## config.mk

```make
export PLATFORM = sky130hd
export DESIGN_NAME = lc3_mem_seq_flat
export DESIGN_NICKNAME = d
export VERILOG_FILES = /design/src/rtl/lc3_mem_seq_if.sv /design/src/rtl/lc3_mem_seq.sv /design/src/flat_wrapper.sv
export SDC_FILE = /design/constraint.sdc
export NUM_CORES = 1
export LEC_CHECK = 0
export CAP_MARGIN = 25
export CELL_PAD_IN_SITES_DETAIL_PLACEMENT = 0
export CELL_PAD_IN_SITES_GLOBAL_PLACEMENT = 1
export CORE_MARGIN = 1
export CORE_UTILIZATION = 27
export CTS_BUF_LIST = sky130_fd_sc_hd__clkbuf_2 sky130_fd_sc_hd__clkbuf_4 sky130_fd_sc_hd__clkbuf_8
export DETAILED_ROUTE_END_ITERATION = 10
export PLACE_DENSITY_LB_ADDON = 0.1
export SYNTH_ARGS = -nofsm -noshare
export SYNTH_HDL_FRONTEND = slang
export SYNTH_SLANG_ARGS = --single-unit
```

## constraint.sdc

```tcl
create_clock -name i_clk -period 2.1 [get_ports i_clk]
set_clock_uncertainty 0.1 [all_clocks]
set_input_delay 0.42 -clock i_clk [delete_from_list [all_inputs] [get_ports i_clk]]
set_output_delay 0.42 -clock i_clk [all_outputs]
set_load 0.01 [all_outputs]
```

## src/rtl/lc3_mem_seq_if.sv

```systemverilog
// Word-wide memory port with byte lanes and a ready handshake.
// The sequencer is the master; the memory model or controller is the slave.
interface lc3_mem_seq_if;
  logic        en;
  logic        we;
  logic [15:0] addr;
  logic [15:0] wdata;
  logic [1:0]  wmask;
  logic        ready;
  logic [15:0] rdata;

  modport master (
    output en, we, addr, wdata, wmask,
    input  ready, rdata
  );

  modport slave (
    input  en, we, addr, wdata, wmask,
    output ready, rdata
  );
endinterface

```

## src/rtl/lc3_mem_seq.sv

```systemverilog
// LC-3b memory-class sequencer: LDW, LDB, STW, STB, LEA.
// Drives EA selects, latches MAR, runs the memory handshake, issues writeback.
module lc3_mem_seq #(
  parameter int TIMEOUT = 255
) (
  input  logic        i_clk,
  input  logic        i_reset,
  input  logic        i_start,
  input  logic [15:0] i_ir,
  output logic        o_busy,
  output logic        o_done,
  output logic        o_err,
  output logic        o_addr1_sel,
  output logic [1:0]  o_addr2_sel,
  output logic        o_lshf1,
  output logic [10:0] o_ir_slice,
  input  logic [15:0] i_ea_in,
  output logic [2:0]  o_base_raddr,
  output logic [2:0]  o_src_raddr,
  input  logic [15:0] i_src_data,
  lc3_mem_seq_if.master mem,
  output logic        o_reg_we,
  output logic [2:0]  o_reg_dr,
  output logic [15:0] o_reg_wdata,
  output logic        o_set_cc
);

  typedef enum logic [2:0] {
    S_IDLE,
    S_EA,
    S_MEM,
    S_WB,
    S_FIN
  } state_t;

  localparam logic [15:0] LP_TO_LAST =
    (TIMEOUT == 0) ? 16'd0 : 16'(TIMEOUT - 1);

  state_t      r_state;
  state_t      w_nxt;
  logic [15:0] r_ir;
  logic [15:0] r_mar;
  logic [15:0] r_mdr;
  logic [15:0] r_cnt;
  logic        r_err;

  logic [3:0]  w_op;
  logic        w_lea;
  logic        w_word;
  logic        w_byte;
  logic        w_store;
  logic        w_load;
  logic        w_busy;
  logic        w_to;
  logic        w_unaligned;
  logic [7:0]  w_byte_rd;

  function automatic logic f_valid(input logic [3:0] op);
    return op inside {4'b0010, 4'b0011, 4'b0110,
                      4'b0111, 4'b1110};
  endfunction

  assign w_op    = r_ir[15:12];
  assign w_lea   = (w_op == 4'b1110);
  assign w_word  = (w_op == 4'b0110) || (w_op == 4'b0111);
  assign w_byte  = (w_op == 4'b0010) || (w_op == 4'b0011);
  assign w_store = (w_word || w_byte) && w_op[0];
  assign w_load  = (w_word || w_byte) && !w_op[0];
  assign w_busy  = (r_state != S_IDLE);

  // TIMEOUT of zero means wait for ready forever.
  assign w_to = (TIMEOUT != 0) && (r_cnt == LP_TO_LAST);

  assign w_unaligned = w_word && i_ea_in[0];
  assign w_byte_rd   = r_mar[0] ? r_mdr[15:8] : r_mdr[7:0];

  assign o_busy       = w_busy;
  assign o_ir_slice   = w_busy ? r_ir[10:0] : 11'd0;
  assign o_base_raddr = w_busy ? r_ir[8:6]  : 3'd0;
  assign o_src_raddr  = w_busy ? r_ir[11:9] : 3'd0;

  always_comb begin
    w_nxt       = r_state;
    o_done      = 1'b0;
    o_err       = 1'b0;
    o_addr1_sel = 1'b0;
    o_addr2_sel = 2'd0;
    o_lshf1     = 1'b0;
    mem.en      = 1'b0;
    mem.we      = 1'b0;
    mem.addr    = 16'd0;
    mem.wdata   = 16'd0;
    mem.wmask   = 2'b00;
    o_reg_we    = 1'b0;
    o_reg_dr    = 3'd0;
    o_reg_wdata = 16'd0;
    o_set_cc    = 1'b0;

    unique case (r_state)
      S_IDLE: begin
        if (i_start) begin
          w_nxt = f_valid(i_ir[15:12]) ? S_EA : S_FIN;
        end
      end

      S_EA: begin
        unique case (1'b1)
          w_lea: begin
            o_addr2_sel = 2'd2;
            o_lshf1     = 1'b1;
          end
          w_word: begin
            o_addr1_sel = 1'b1;
            o_addr2_sel = 2'd1;
            o_lshf1     = 1'b1;
          end
          w_byte: begin
            o_addr1_sel = 1'b1;
            o_addr2_sel = 2'd1;
          end
          default: ;
        endcase
        if (w_lea) begin
          w_nxt = S_WB;
        end else if (w_unaligned) begin
          w_nxt = S_FIN;
        end else begin
          w_nxt = S_MEM;
        end
      end

      S_MEM: begin
        mem.en   = 1'b1;
        mem.addr = {r_mar[15:1], 1'b0};
        if (w_store) begin
          mem.we = 1'b1;
          if (w_word) begin
            mem.wdata = i_src_data;
            mem.wmask = 2'b11;
          end else begin
            mem.wdata = {i_src_data[7:0], i_src_data[7:0]};
            mem.wmask = r_mar[0] ? 2'b10 : 2'b01;
          end
        end
        if (mem.ready) begin
          w_nxt = w_load ? S_WB : S_FIN;
        end else if (w_to) begin
          w_nxt = S_FIN;
        end
      end

      S_WB: begin
        o_done   = 1'b1;
        o_reg_we = 1'b1;
        o_reg_dr = r_ir[11:9];
        if (w_lea) begin
          o_reg_wdata = r_mar;
        end else if (w_word) begin
          o_reg_wdata = r_mdr;
          o_set_cc    = 1'b1;
        end else begin
          o_reg_wdata = {{8{w_byte_rd[7]}}, w_byte_rd};
          o_set_cc    = 1'b1;
        end
        w_nxt = S_IDLE;
      end

      S_FIN: begin
        o_done = 1'b1;
        o_err  = r_err;
        w_nxt  = S_IDLE;
      end

      default: w_nxt = S_IDLE;
    endcase
  end

  always_ff @(posedge i_clk) begin
    if (i_reset) begin
      r_state <= S_IDLE;
      r_ir    <= 16'd0;
      r_mar   <= 16'd0;
      r_mdr   <= 16'd0;
      r_cnt   <= 16'd0;
      r_err   <= 1'b0;
    end else begin
      r_state <= w_nxt;
      if (r_state == S_IDLE && i_start) begin
        r_ir  <= i_ir;
        r_err <= !f_valid(i_ir[15:12]);
      end
      if (r_state == S_EA) begin
        r_mar <= i_ea_in;
        r_err <= w_unaligned;
      end
      if (r_state == S_MEM && mem.ready) begin
        r_mdr <= mem.rdata;
      end
      if (r_state == S_MEM && !mem.ready && w_to) begin
        r_err <= 1'b1;
      end
      // Counts consecutive MEM cycles without ready.
      if (r_state == S_MEM && !mem.ready) begin
        r_cnt <= r_cnt + 16'd1;
      end else begin
        r_cnt <= 16'd0;
      end
    end
  end

endmodule
```

## src/flat_wrapper.sv

```systemverilog
// flat-port wrapper written by rule: the top's interface ports become plain ports
module lc3_mem_seq_flat 
#(
  parameter int TIMEOUT = 255
)
  (i_clk, i_reset, i_start, i_ir, o_busy, o_done, o_err, o_addr1_sel, o_addr2_sel, o_lshf1, o_ir_slice, i_ea_in, o_base_raddr, o_src_raddr, i_src_data, o_reg_we, o_reg_dr, o_reg_wdata, o_set_cc, mem_en, mem_we, mem_addr, mem_wdata, mem_wmask, mem_ready, mem_rdata);
  lc3_mem_seq_if mem_i ();
  input  logic i_clk;
  input  logic i_reset;
  input  logic i_start;
  input  logic [15:0] i_ir;
  output logic o_busy;
  output logic o_done;
  output logic o_err;
  output logic o_addr1_sel;
  output logic [1:0] o_addr2_sel;
  output logic o_lshf1;
  output logic [10:0] o_ir_slice;
  input  logic [15:0] i_ea_in;
  output logic [2:0] o_base_raddr;
  output logic [2:0] o_src_raddr;
  input  logic [15:0] i_src_data;
  output logic o_reg_we;
  output logic [2:0] o_reg_dr;
  output logic [15:0] o_reg_wdata;
  output logic o_set_cc;
  output wire logic [$bits(mem_i.en)-1:0] mem_en;
  output wire logic [$bits(mem_i.we)-1:0] mem_we;
  output wire logic [$bits(mem_i.addr)-1:0] mem_addr;
  output wire logic [$bits(mem_i.wdata)-1:0] mem_wdata;
  output wire logic [$bits(mem_i.wmask)-1:0] mem_wmask;
  input wire logic [$bits(mem_i.ready)-1:0] mem_ready;
  input wire logic [$bits(mem_i.rdata)-1:0] mem_rdata;
  assign mem_en = mem_i.en;
  assign mem_we = mem_i.we;
  assign mem_addr = mem_i.addr;
  assign mem_wdata = mem_i.wdata;
  assign mem_wmask = mem_i.wmask;
  assign mem_i.ready = mem_ready;
  assign mem_i.rdata = mem_rdata;
  lc3_mem_seq #(.TIMEOUT(TIMEOUT)) u_core (.i_clk(i_clk), .i_reset(i_reset), .i_start(i_start), .i_ir(i_ir), .o_busy(o_busy), .o_done(o_done), .o_err(o_err), .o_addr1_sel(o_addr1_sel), .o_addr2_sel(o_addr2_sel), .o_lshf1(o_lshf1), .o_ir_slice(o_ir_slice), .i_ea_in(i_ea_in), .o_base_raddr(o_base_raddr), .o_src_raddr(o_src_raddr), .i_src_data(i_src_data), .mem(mem_i), .o_reg_we(o_reg_we), .o_reg_dr(o_reg_dr), .o_reg_wdata(o_reg_wdata), .o_set_cc(o_set_cc));
endmodule
```

==> results.ini, run 1 <==
[outcome]
status = finished, violations left
failed_checks = setup timing

[placement]
place_ws_ns = -0.185
placed_area_sq_um = 5290
port_buffers = 147
routabilityCongestion = 0.778
place_inst = 797
hpwlAfterDp_microns = 8550

[sta]
worstMarginPinSlew_ns = 0.554
drv_slew = 0
worst_slack_ns = -0.190
fmaxAchievable_mhz = 437
finalHoldViolCount = 0
relSlewSlack_pct = 63.0
finalCritPeriodShare_pct = 109
timing.final.crit_period_ns = 2.29
setup_viol = 50
rsz0062_at_grt = true

[setup_path]
cp_num_buf_inv = 4
crit_type = reg -> out
arrival_ns = 1.77
worst_path_max_delay_cell = or3b_4
startpoint_type = register
cp_slowest_stage_delay_ns = 0.42
cp_top_family = simple AND/OR/NAND/NOR gates
crit_fanout = 4
crit_chain = or3b_4, inv_6, nand3_4, clkinvlp_4, buf_6, and2_1, buf_2
required_ns = 1.58
critPathCaptureType = primary output

[synthesis]
synthDistinctLibCells = 46
synth_top_family_by_area = simple AND/OR/NAND/NOR gates
yosys_warnings = 0
muxShareOfSynthArea_pct = 2.57
synth-seq-cells = 68
syn_area_per_cell_sq_um = 7.21
synth_ff_type = dfxtp_1
synth-compound-area-share_pct = 16.5
synth_edf_count = 0
synthAdderAreaFrac_pct = 0.714
netlist_area_sq_um = 3510
syn_nets = 556
yosysSeqAreaShare_pct = 38.8
syn_inst = 486
synth_xor_xnor_area_share_pct = 2.50
yosys.area_share.simple_pct = 32.7
ys_async_sr_fraction_pct = 0

[clocking]
cts_tree = built
h-tree-depth = 3
cts.clk_slew.worst_paths_ns = 0.07
clock_sink_count = 68
clk_latency_ns = 0.34
cts-root-buf = clkbuf_8
cts_buffer_depth = 2
cts_buffers = 9

[drt]
via_per_inst = 4.65
vias = 3919
wire_per_inst_microns = 14.7
drt_pass1_iterations = 4
drt-initial-drc-count = 180
ant_nets = 0
totalWireLength_microns = 12400
drc = 0

[final_layout]
num-fill-cells = 1338
utilization_pct = 46.2
final_area_sq_um = 5830
nets = 735
layout-drive-gt1-share_pct = 33.6
antennaDiodeCount = 0
final_cells = 842
syn_to_final_growth_pct = 66.3

[die]
initial_core_util_pct = 27.8
row_count = 41
die_w_microns = 116
io_pins = 149
die_y_microns = 116
core_sq_um = 12600
dieArea_sq_um = 13400

[global_routing]
antenna_found_initial = 0
grt_max_degree = 29
gr-total-overflow = 0
grt_util_all_layers_pct = 18.0
first_global_vias = 3577
grt_pass1_wl_microns = 18400

[pwr]
powerDensity_nw_per_um2 = 539
irDropWorstVdd_uv = 240
leakagePower_nw = 2.41

[flow_run]
cap_violations = 0

[worst_hold_path]
hold_class = reg -> reg

## per-stage QoR
stage	power [mW]	hold WS, ns	TNS [ns]
final	3.14	0.359	-3.34
after floorplan	1.59	0.332	-0.184
after global routing	3.29	0.379	-8.38
after global placement	1.86	0.340	-6.97
after CTS	3.14	0.356	-8.25
after detailed placement	1.86	0.346	-8.05
## report_power, final
part           leakage (nW)  total [mW]  switching (mW)  internal [mW]
logic                  1.74       0.547           0.241          0.306
clock network         0.116        1.22           0.510          0.709
registers             0.555        1.37          0.0358           1.34
total                  2.41        3.14           0.787           2.35
## per-layer routing
| layer | track usage [%] | vias up | wire [microns] |
|---|---|---|---|
| met5 | 0 | - | 0 |
| met4 | 6.41 | 0 | 168 |
| met3 | 5.39 | 10 | 922 |
| met2 | 29.2 | 110 | 5570 |
| met1 | 22.7 | 1820 | 5710 |
| li1 | - | 1979 | - |
## sequential cells by signal, indices dropped and copies added, names as in the netlist
register        count
u_core.r_err        1
u_core.r_ir        16
u_core.r_cnt       16
u_core.r_mar       16
u_core.r_state      3
u_core.r_mdr       16
## worst reg2reg max path, cell delays in order, from the launching register on
cell and delay (ns):
dfxtp_2 0.33, or3b_4 0.42, buf_4 0.16, or3_1 0.32, or4_1 0.50, nand2_1 0.08
## synthesized netlist by cell type, types with 3 or more instances
library cell / count / area share (%)
xor2_1: 6 / 1.5
buf_4: 7 / 1.5
nand2_1: 135 / 14
nand4_1: 4 / 0.71
o211ai_1: 8 / 1.7
and2_1: 40 / 7.1
nor3_1: 4 / 0.57
clkbuf_1: 31 / 3.3
nand3b_1: 3 / 0.64
and3_1: 4 / 0.71
xnor2_1: 4 / 1.0
o21ai_0: 12 / 1.7
nor2_1: 23 / 2.5
dfxtp_1: 68 / 39
nand3_1: 7 / 1.0
inv_1: 4 / 0.43
or3_1: 6 / 1.1
mux2i_1: 9 / 2.6
a21oi_1: 78 / 11
## final timing paths
path,startpoint,slack (ns),cells after the start,end
setup / recovery,u_core.r_state[2],-0.19,7,mem_wdata[4]
hold / removal,u_core.r_ir[6],0.36,2,u_core.r_ir[6]
setup reg to reg,u_core.r_state[2],0.13,5,u_core.r_cnt[11]
hold reg to reg,u_core.r_ir[6],0.36,2,u_core.r_ir[6]
## cell families after synthesis
logic type	Yosys count
AOI/OAI and AO/OA	107
xor gates and xnor gates	10
adders and majority gates	2
buffers and inverters	47
DFF	68
muxes	9
other	1
and+or+nand+nor	242
## cell usage in the layout (no fill, tap or decap), types with 2 or more instances in the layout
master and instances:
and3_1 3, mux2i_1 8, o211ai_1 8, bufinv_16 2, nand4_1 4, or3_4 2, o21ai_0 10, nand3b_1 3
xnor2_1 4, and3b_1 2, dfxtp_2 6, or3_1 5, inv_1 2, buf_4 33, or4_1 2, clkbuf_8 10
clkdlybuf4s50_1 66, and2_1 9, ha_1 2, nor2_1 19, nand3_1 5, buf_6 51, dfxtp_1 61, and4_1 2
nand2_2 3, clkbuf_2 17, clkinv_2 3, a21oi_1 68, nand2_1 132, nor2_4 3, xor2_1 6, buf_2 34
buf_12 4, a21oi_2 10, and2_4 31, nor3_1 4
## cell type report
type	count	area (sq um)	share of cell area (%)
Multi-Input combinational cell	372	2130	36.6
Clock buffer	11	145	2.49
Clock inverter	5	75.1	1.29
Tap cell	172	215	3.69
Sequential cell	68	1370	23.5
Timing Repair Buffer	208	1860	31.8
Timing Repair inverter	1	7.51	0.129
Inverter	5	26.3	0.451
## what timing repair did
action,in CTS,in global routing
gates resized for setup,306,126
hold endpoints to repair,0,0
hold buffers,0,0
setup endpoints to repair,80,80
pin swaps,25,24
setup buffers,18,10
cloned,5,0
No activity file was read; power rests on OpenSTA's default activity.
==> inputs of run 2 (changes only) <==
CORE_UTILIZATION = 26   (was 27)
CTS_BUF_LIST = unset   (was sky130_fd_sc_hd__clkbuf_2 sky130_fd_sc_hd__clkbuf_4 sky130_fd_sc_hd__clkbuf_8)
==> run 2 against run 1 <==
The flow still finishes with violations (setup timing). Sequential cell count unchanged. Final area up 0.84%. Critical path depth did not move. Clock power grew 24%. Largest cell class unchanged. Critical endpoint is now mem_wdata[6]. First-iteration DRC count shrank 34%. Cell count grew 0.95%. Combinational power fell by 0.9%. Register-to-register slack got worse by 0.09 ns. Utilization fell by 1.6 points.
==> results.ini, run 2 (synthesis results as in run 1) <==
[pwr]
irDropWorstVdd_uv = 278  ; +16%
report.power.total_mw = 3.43  ; +9.1%
power_frac_clock_pct = 44.0  ; +5.2 points
leakagePower_nw = 2.41  ; about the same
p_int_mw = 2.61  ; +11%
seqPwrFrac_pct = 40.2  ; -3.6 points
p_sw_share_pct = 23.9  ; -1.2 points
switching_power_mw = 0.818  ; +4.0%
p_comb_share_pct = 15.8  ; -1.6 points
powerDensity_nw_per_um2 = 583  ; +8.2%

[placement]
place_ws_ns = -0.269  ; -0.0839 ns
routabilityCongestion = 0.841  ; +8.1%
port_buffers = 147  ; unchanged
hpwlAfterDp_microns = 8810  ; +3.1%

[clocking]
cts_tree = built
cts_buffer_depth = 2  ; unchanged
clk_latency_ns = 0.33  ; about the same
cts.clk_slew.worst_paths_ns = 0.05  ; -0.02 ns
cts-root-buf = clkbuf_16
cts_buffers = 9  ; unchanged
hold_buffers = 0  ; unchanged
h-tree-depth = 3  ; unchanged
clock_sink_count = 68  ; unchanged

[outcome]
status = finished, violations left
failed_checks = setup timing

[sta]
rsz0062_at_grt = true
hold_slack_ns = 0.352  ; -0.00730 ns
timing.final.crit_period_ns = 2.23  ; -0.0586 ns
finalCritPeriodShare_pct = 106  ; -2.8 points
worst_slack_ns = -0.131  ; +0.0586 ns
setup_viol = 41  ; -18%
drv_slew = 0  ; unchanged
finalHoldViolCount = 0  ; unchanged
fmaxAchievable_mhz = 448  ; +2.6%

[drt]
ant_nets = 0  ; unchanged
drc = 0  ; unchanged
totalWireLength_microns = 12600  ; +1.7%
drt_pass1_iterations = 4  ; unchanged
drt-initial-drc-count = 119  ; -34%
vias = 3938  ; +0.48%
wire_per_inst_microns = 14.8  ; +0.70%
via_per_inst = 4.63  ; -0.46%

[final_layout]
layout-drive-gt1-share_pct = 33.1  ; -0.45 points
syn_to_final_growth_pct = 67.7
most-common-layout-cells = nand2_1, clkdlybuf4s50_1, a21oi_1
mostFrequentLayoutCell = nand2_1
nets = 740  ; +0.68%

[global_routing]
grt_pass1_wl_microns = 19800  ; +7.9%
grt_max_degree = 25  ; -14%
grt_util_all_layers_pct = 18.0  ; -0.053 points
gr-total-overflow = 0  ; unchanged
first_global_vias = 3837  ; +7.3%
antenna_found_initial = 1  ; +1

[die]
dieArea_sq_um = 14000  ; +3.8%
io_pins = 149  ; unchanged
die_w_microns = 118  ; +1.9%
core_sq_um = 13200  ; +4.5%
initial_core_util_pct = 26.6  ; -1.2 points
row_count = 42  ; +2.4%
die_y_microns = 118  ; +1.9%

[setup_path]
startpoint_type = register
arrival_ns = 1.71  ; -0.06 ns
critPathCaptureType = primary output
crit_fanout = 5  ; +1
crit_type = reg -> out
required_ns = 1.58  ; about the same

[flow_run]
cap_violations = 0  ; unchanged

[worst_hold_path]
hold_class = reg -> reg

run 2: routing by layer:
| layer | vias to the layer above | part of all wire [%] | track usage (%) |
|---|---|---|---|
| li1 | 1983 | - | - |
| met1 | 1842 | 50 | 24.5 |
| met2 | 107 | 45 | 28.2 |
| met3 | 6 | 5.2 | 4.46 |
| met4 | 0 | 0.49 | 4.57 |
| met5 | - | 0 | 0 |
run 2: worst paths after layout:
path,start,to,slack [ns],cells past startpoint
setup / recovery,u_core.r_state[2],mem_wdata[6],-0.13,7
hold / removal,u_core.r_ir[2],u_core.r_ir[2],0.35,2
setup reg to reg,u_core.r_state[2],u_core.r_cnt[11],0.04,6
hold reg to reg,u_core.r_ir[2],u_core.r_ir[2],0.35,2
run 2: repair_timing:
| item | CTS | global route |
|---|---|---|
| endpoints found under the setup margin | 80 | 79 |
| resized for setup | 323 | 91 |
| cloned | 5 | 1 |
| setup buffers | 18 | 5 |
| pin swaps | 28 | 18 |
run 2: power by group through the flow:
stage	Clock [mW]	Sequential (mW)	Combinational (mW)
2_1_floorplan	0	1.39	0.204
3_3_place_gp	0	1.40	0.468
3_5_place_dp	0	1.40	0.471
4_1_cts	1.55	1.38	0.522
5_1_grt	1.61	1.38	0.591
6_report	1.51	1.38	0.542
run 2: final cells by class:
type                    instances  area [sq um]
repair inverters                1          7.51
inverters                       5          26.3
diodes                          1          2.50
clock buffers                  12           256
well taps                     176           220
fillers                      1383          7310
clock inverters                 2          35.0
multi-input cells             372          2160
repair buffers                213          1800
flip-flops and latches         68          1380
run 2: worst max-delay path: stages, from the launching register on:
cell and delay (ns):
dfxtp_2 0.32, or3b_4 0.42, clkinv_4 0.08, nand3_4 0.12, inv_4 0.11, buf_12 0.10
and2_4 0.13, buf_6 0.09
run 2: through the flow:
step / instance area (sq um) / utilization [%] / setup TNS (ns) / cells
2_1_floorplan: 3510 / - / -0.184 / 486
3_3_place_gp: 5350 / 40.5 / -11.35 / 810
3_5_place_dp: 5350 / 40.5 / -12.20 / 810
4_1_cts: 5800 / 43.9 / -4.92 / 846
5_1_grt: 5880 / 44.6 / -5.48 / 850
6_report: 5880 / 44.6 / -2.62 / 850
==> inputs of run 3 (changes only) <==
CORE_ASPECT_RATIO = 1.25   (was unset)
==> run 3 against run 2 <==
Clock power increased by 9%. Total power increased by 3.7%. Cell count increased by 0.12%. The run still ends with setup timing left. Global-route usage decreased by 0.11 points. Utilization increased by 2.6 points. Non-clock buffer count increased by 4. Combinational power about the same. Largest cell class unchanged. Die area about the same. Critical endpoint is now mem_wdata[3]. Via count increased by 1.5%. Sequential share of layout area decreased by 1.3 points. Register-to-register slack improved by 0.10 ns. Critical path depth unchanged.
==> results.ini, run 3 (synthesis results as in run 1) <==
[worst_hold_path]
hold_path_end = u_core.r_ir[0]
min_from = u_core.r_ir[0]
hold_class = reg -> reg
min_path_cells = 2  ; unchanged

[drt]
totalWireLength_microns = 12600  ; +0.53%
wire_per_inst_microns = 14.9  ; +0.41%
via_per_inst = 4.70  ; +1.4%
vias = 3997  ; +1.5%
drt-initial-drc-count = 120  ; +0.84%
drt_pass1_iterations = 6  ; +2
ant_nets = 0  ; unchanged
drc = 0  ; unchanged

[global_routing]
grt_pass1_wl_microns = 19800  ; -0.31%
grt_max_degree = 34  ; +36%
first_global_vias = 3875  ; +0.99%
gr-total-overflow = 0  ; unchanged
grt_util_all_layers_pct = 17.9  ; -0.11 points
antenna_found_initial = 0  ; -1

[clocking]
cts_tree = built
clk_latency_ns = 0.34  ; about the same
cts-root-buf = clkbuf_16
cts_buffer_depth = 2  ; unchanged
cts_buffers = 9  ; unchanged
h-tree-depth = 3  ; unchanged
clock_sink_count = 68  ; unchanged
cts.clk_slew.worst_paths_ns = 0.06  ; about the same

[final_layout]
num-fill-cells = 1369  ; -1.0%
antennaDiodeCount = 0  ; -1
most-common-layout-cells = nand2_1, clkdlybuf4s50_1, dfxtp_1
nets = 745  ; +0.68%
syn_to_final_growth_pct = 77.3
utilization_pct = 47.2  ; +2.6 points
final_area_sq_um = 6210  ; +5.7%
mostFrequentLayoutCell = nand2_1
layout-drive-gt1-share_pct = 37.6  ; +4.5 points

[setup_path]
cp_slowest_stage_delay_ns = 0.42  ; about the same
r2r_cells = 10  ; +4
crit_chain = or3b_4, inv_4, nand3_4, buf_6, clkinvlp_4, and2_1, buf_2
rrSetupSlack_ns = 0.14  ; +0.10 ns
arrival_ns = 1.75  ; +0.04 ns
crit_type = reg -> out
critPathCaptureType = primary output
startpoint = u_core.r_state[2]
cp_num_buf_inv = 4  ; unchanged
startpoint_type = register
r2r-end = u_core.r_mdr[15]
worst_path_max_delay_cell = or3b_4
required_ns = 1.58  ; about the same
cp_top_family = simple AND/OR/NAND/NOR gates
crit_fanout = 6  ; +1
rr_startpoint = u_core.r_state[2]

[sta]
fmaxAchievable_mhz = 441  ; -1.7%
drv_slew = 0  ; unchanged
timing.final.crit_period_ns = 2.27  ; +0.0387 ns
rsz0062_at_grt = true
setup_viol = 49  ; +20%
worst_slack_ns = -0.170  ; -0.0387 ns
finalHoldViolCount = 0  ; unchanged
finalCritPeriodShare_pct = 108  ; +1.8 points
hold_slack_ns = 0.348  ; -0.00391 ns

[outcome]
failed_checks = setup timing
status = finished, violations left

[placement]
hpwlAfterDp_microns = 8970  ; +1.8%
port_buffers = 147  ; unchanged
routabilityCongestion = 0.827  ; -1.7%
placed_area_sq_um = 5300  ; -0.82%

[die]
io_pins = 149  ; unchanged
dieArea_sq_um = 14000  ; about the same
die_y_microns = 132  ; +12%
core_sq_um = 13200  ; -0.13%
row_count = 47  ; +12%
die_w_microns = 106  ; -10%
initial_core_util_pct = 26.6  ; +0.035 points

[pwr]
irDropWorstVdd_uv = 401  ; +44%
powerDensity_nw_per_um2 = 572  ; -1.9%
leakagePower_nw = 2.50  ; +3.8%
report.power.total_mw = 3.55  ; +3.7%

[flow_run]
cap_violations = 0  ; unchanged

==> run 3: cell types whose count changed in the layout (fill, tap and decap cells not counted), sizes merged <==
| cell | previous run | this run |
|---|---|---|
| inv | 4 | 6 |
| clkdlybuf4s15 | 3 | 0 |
| clkbuf | 33 | 27 |
| buf | 121 | 131 |
| clkinv | 2 | 3 |
| bufinv | 1 | 2 |
| diode | 1 | 0 |
| clkinvlp | 1 | 3 |
==> run 3: worst max path at each step <==
stage / slack [ns] / endpoint / depth (start not counted)
finish: -0.17 / mem_wdata[3] / 7
global route: -0.27 / o_reg_wdata[7] / 8
global placement: -0.25 / mem_wdata[3] / 6
CTS: -0.23 / o_ir_slice[7] / 5
floorplan: -0.02 / mem_wdata[10] / 7
detailed placement: -0.29 / mem_wdata[7] / 6
==> run 3: what timing repair did <==
item	in CTS	in global routing
setup buffers	24	11
gates resized for setup	339	141
gates cloned	3	2
hold buffers	0	0
endpoints found under the setup margin	80	78
pin swaps	20	16
==> run 3: worst min-delay path: cells and delay by family, from the launching register on <==
kind / cells / cell delay [ns]
flip-flops: 1 / 0.30
AND/OR/NAND/NOR: 1 / 0.05
AO/OA/AOI/OAI: 1 / 0.05
==> run 3: final cells by class <==
| class | instances | area, sq um | area share, % |
|---|---|---|---|
| multi-input combinational | 372 | 2260 | 36.4 |
| timing repair buffer | 217 | 2000 | 32.3 |
| sequential | 68 | 1370 | 22.1 |
| clock buffer | 9 | 225 | 3.62 |
| tap | 171 | 214 | 3.44 |
| clock inverter | 7 | 98.8 | 1.59 |
| inverter | 5 | 23.8 | 0.383 |
| timing repair inverter | 2 | 15.0 | 0.242 |
==> run 3: where the power goes <==
group | total (mW) | internal, mW | switching, mW
Sequential | 1.38 | 1.34 | 0.0361
Clock | 1.64 | 1.04 | 0.593
Combinational | 0.541 | 0.297 | 0.244
==> run 3: stage by stage <==
step,setup TNS (ns),cells,worst slack (ns)
5_1_grt,-7.07,851,-0.271
3_3_place_gp,-9.10,800,-0.249
3_5_place_dp,-9.74,800,-0.289
4_1_cts,-7.17,843,-0.231
6_report,-3.67,851,-0.170
2_1_floorplan,-0.184,486,-0.0205
==> run 3: layer usage <==
layer / part of all wire [%] / track usage (%)
met3: 5.1 / 3.41
met5: 0 / 0
met4: 1.7 / 6.64
met1: 41 / 21.0
met2: 52 / 31.8
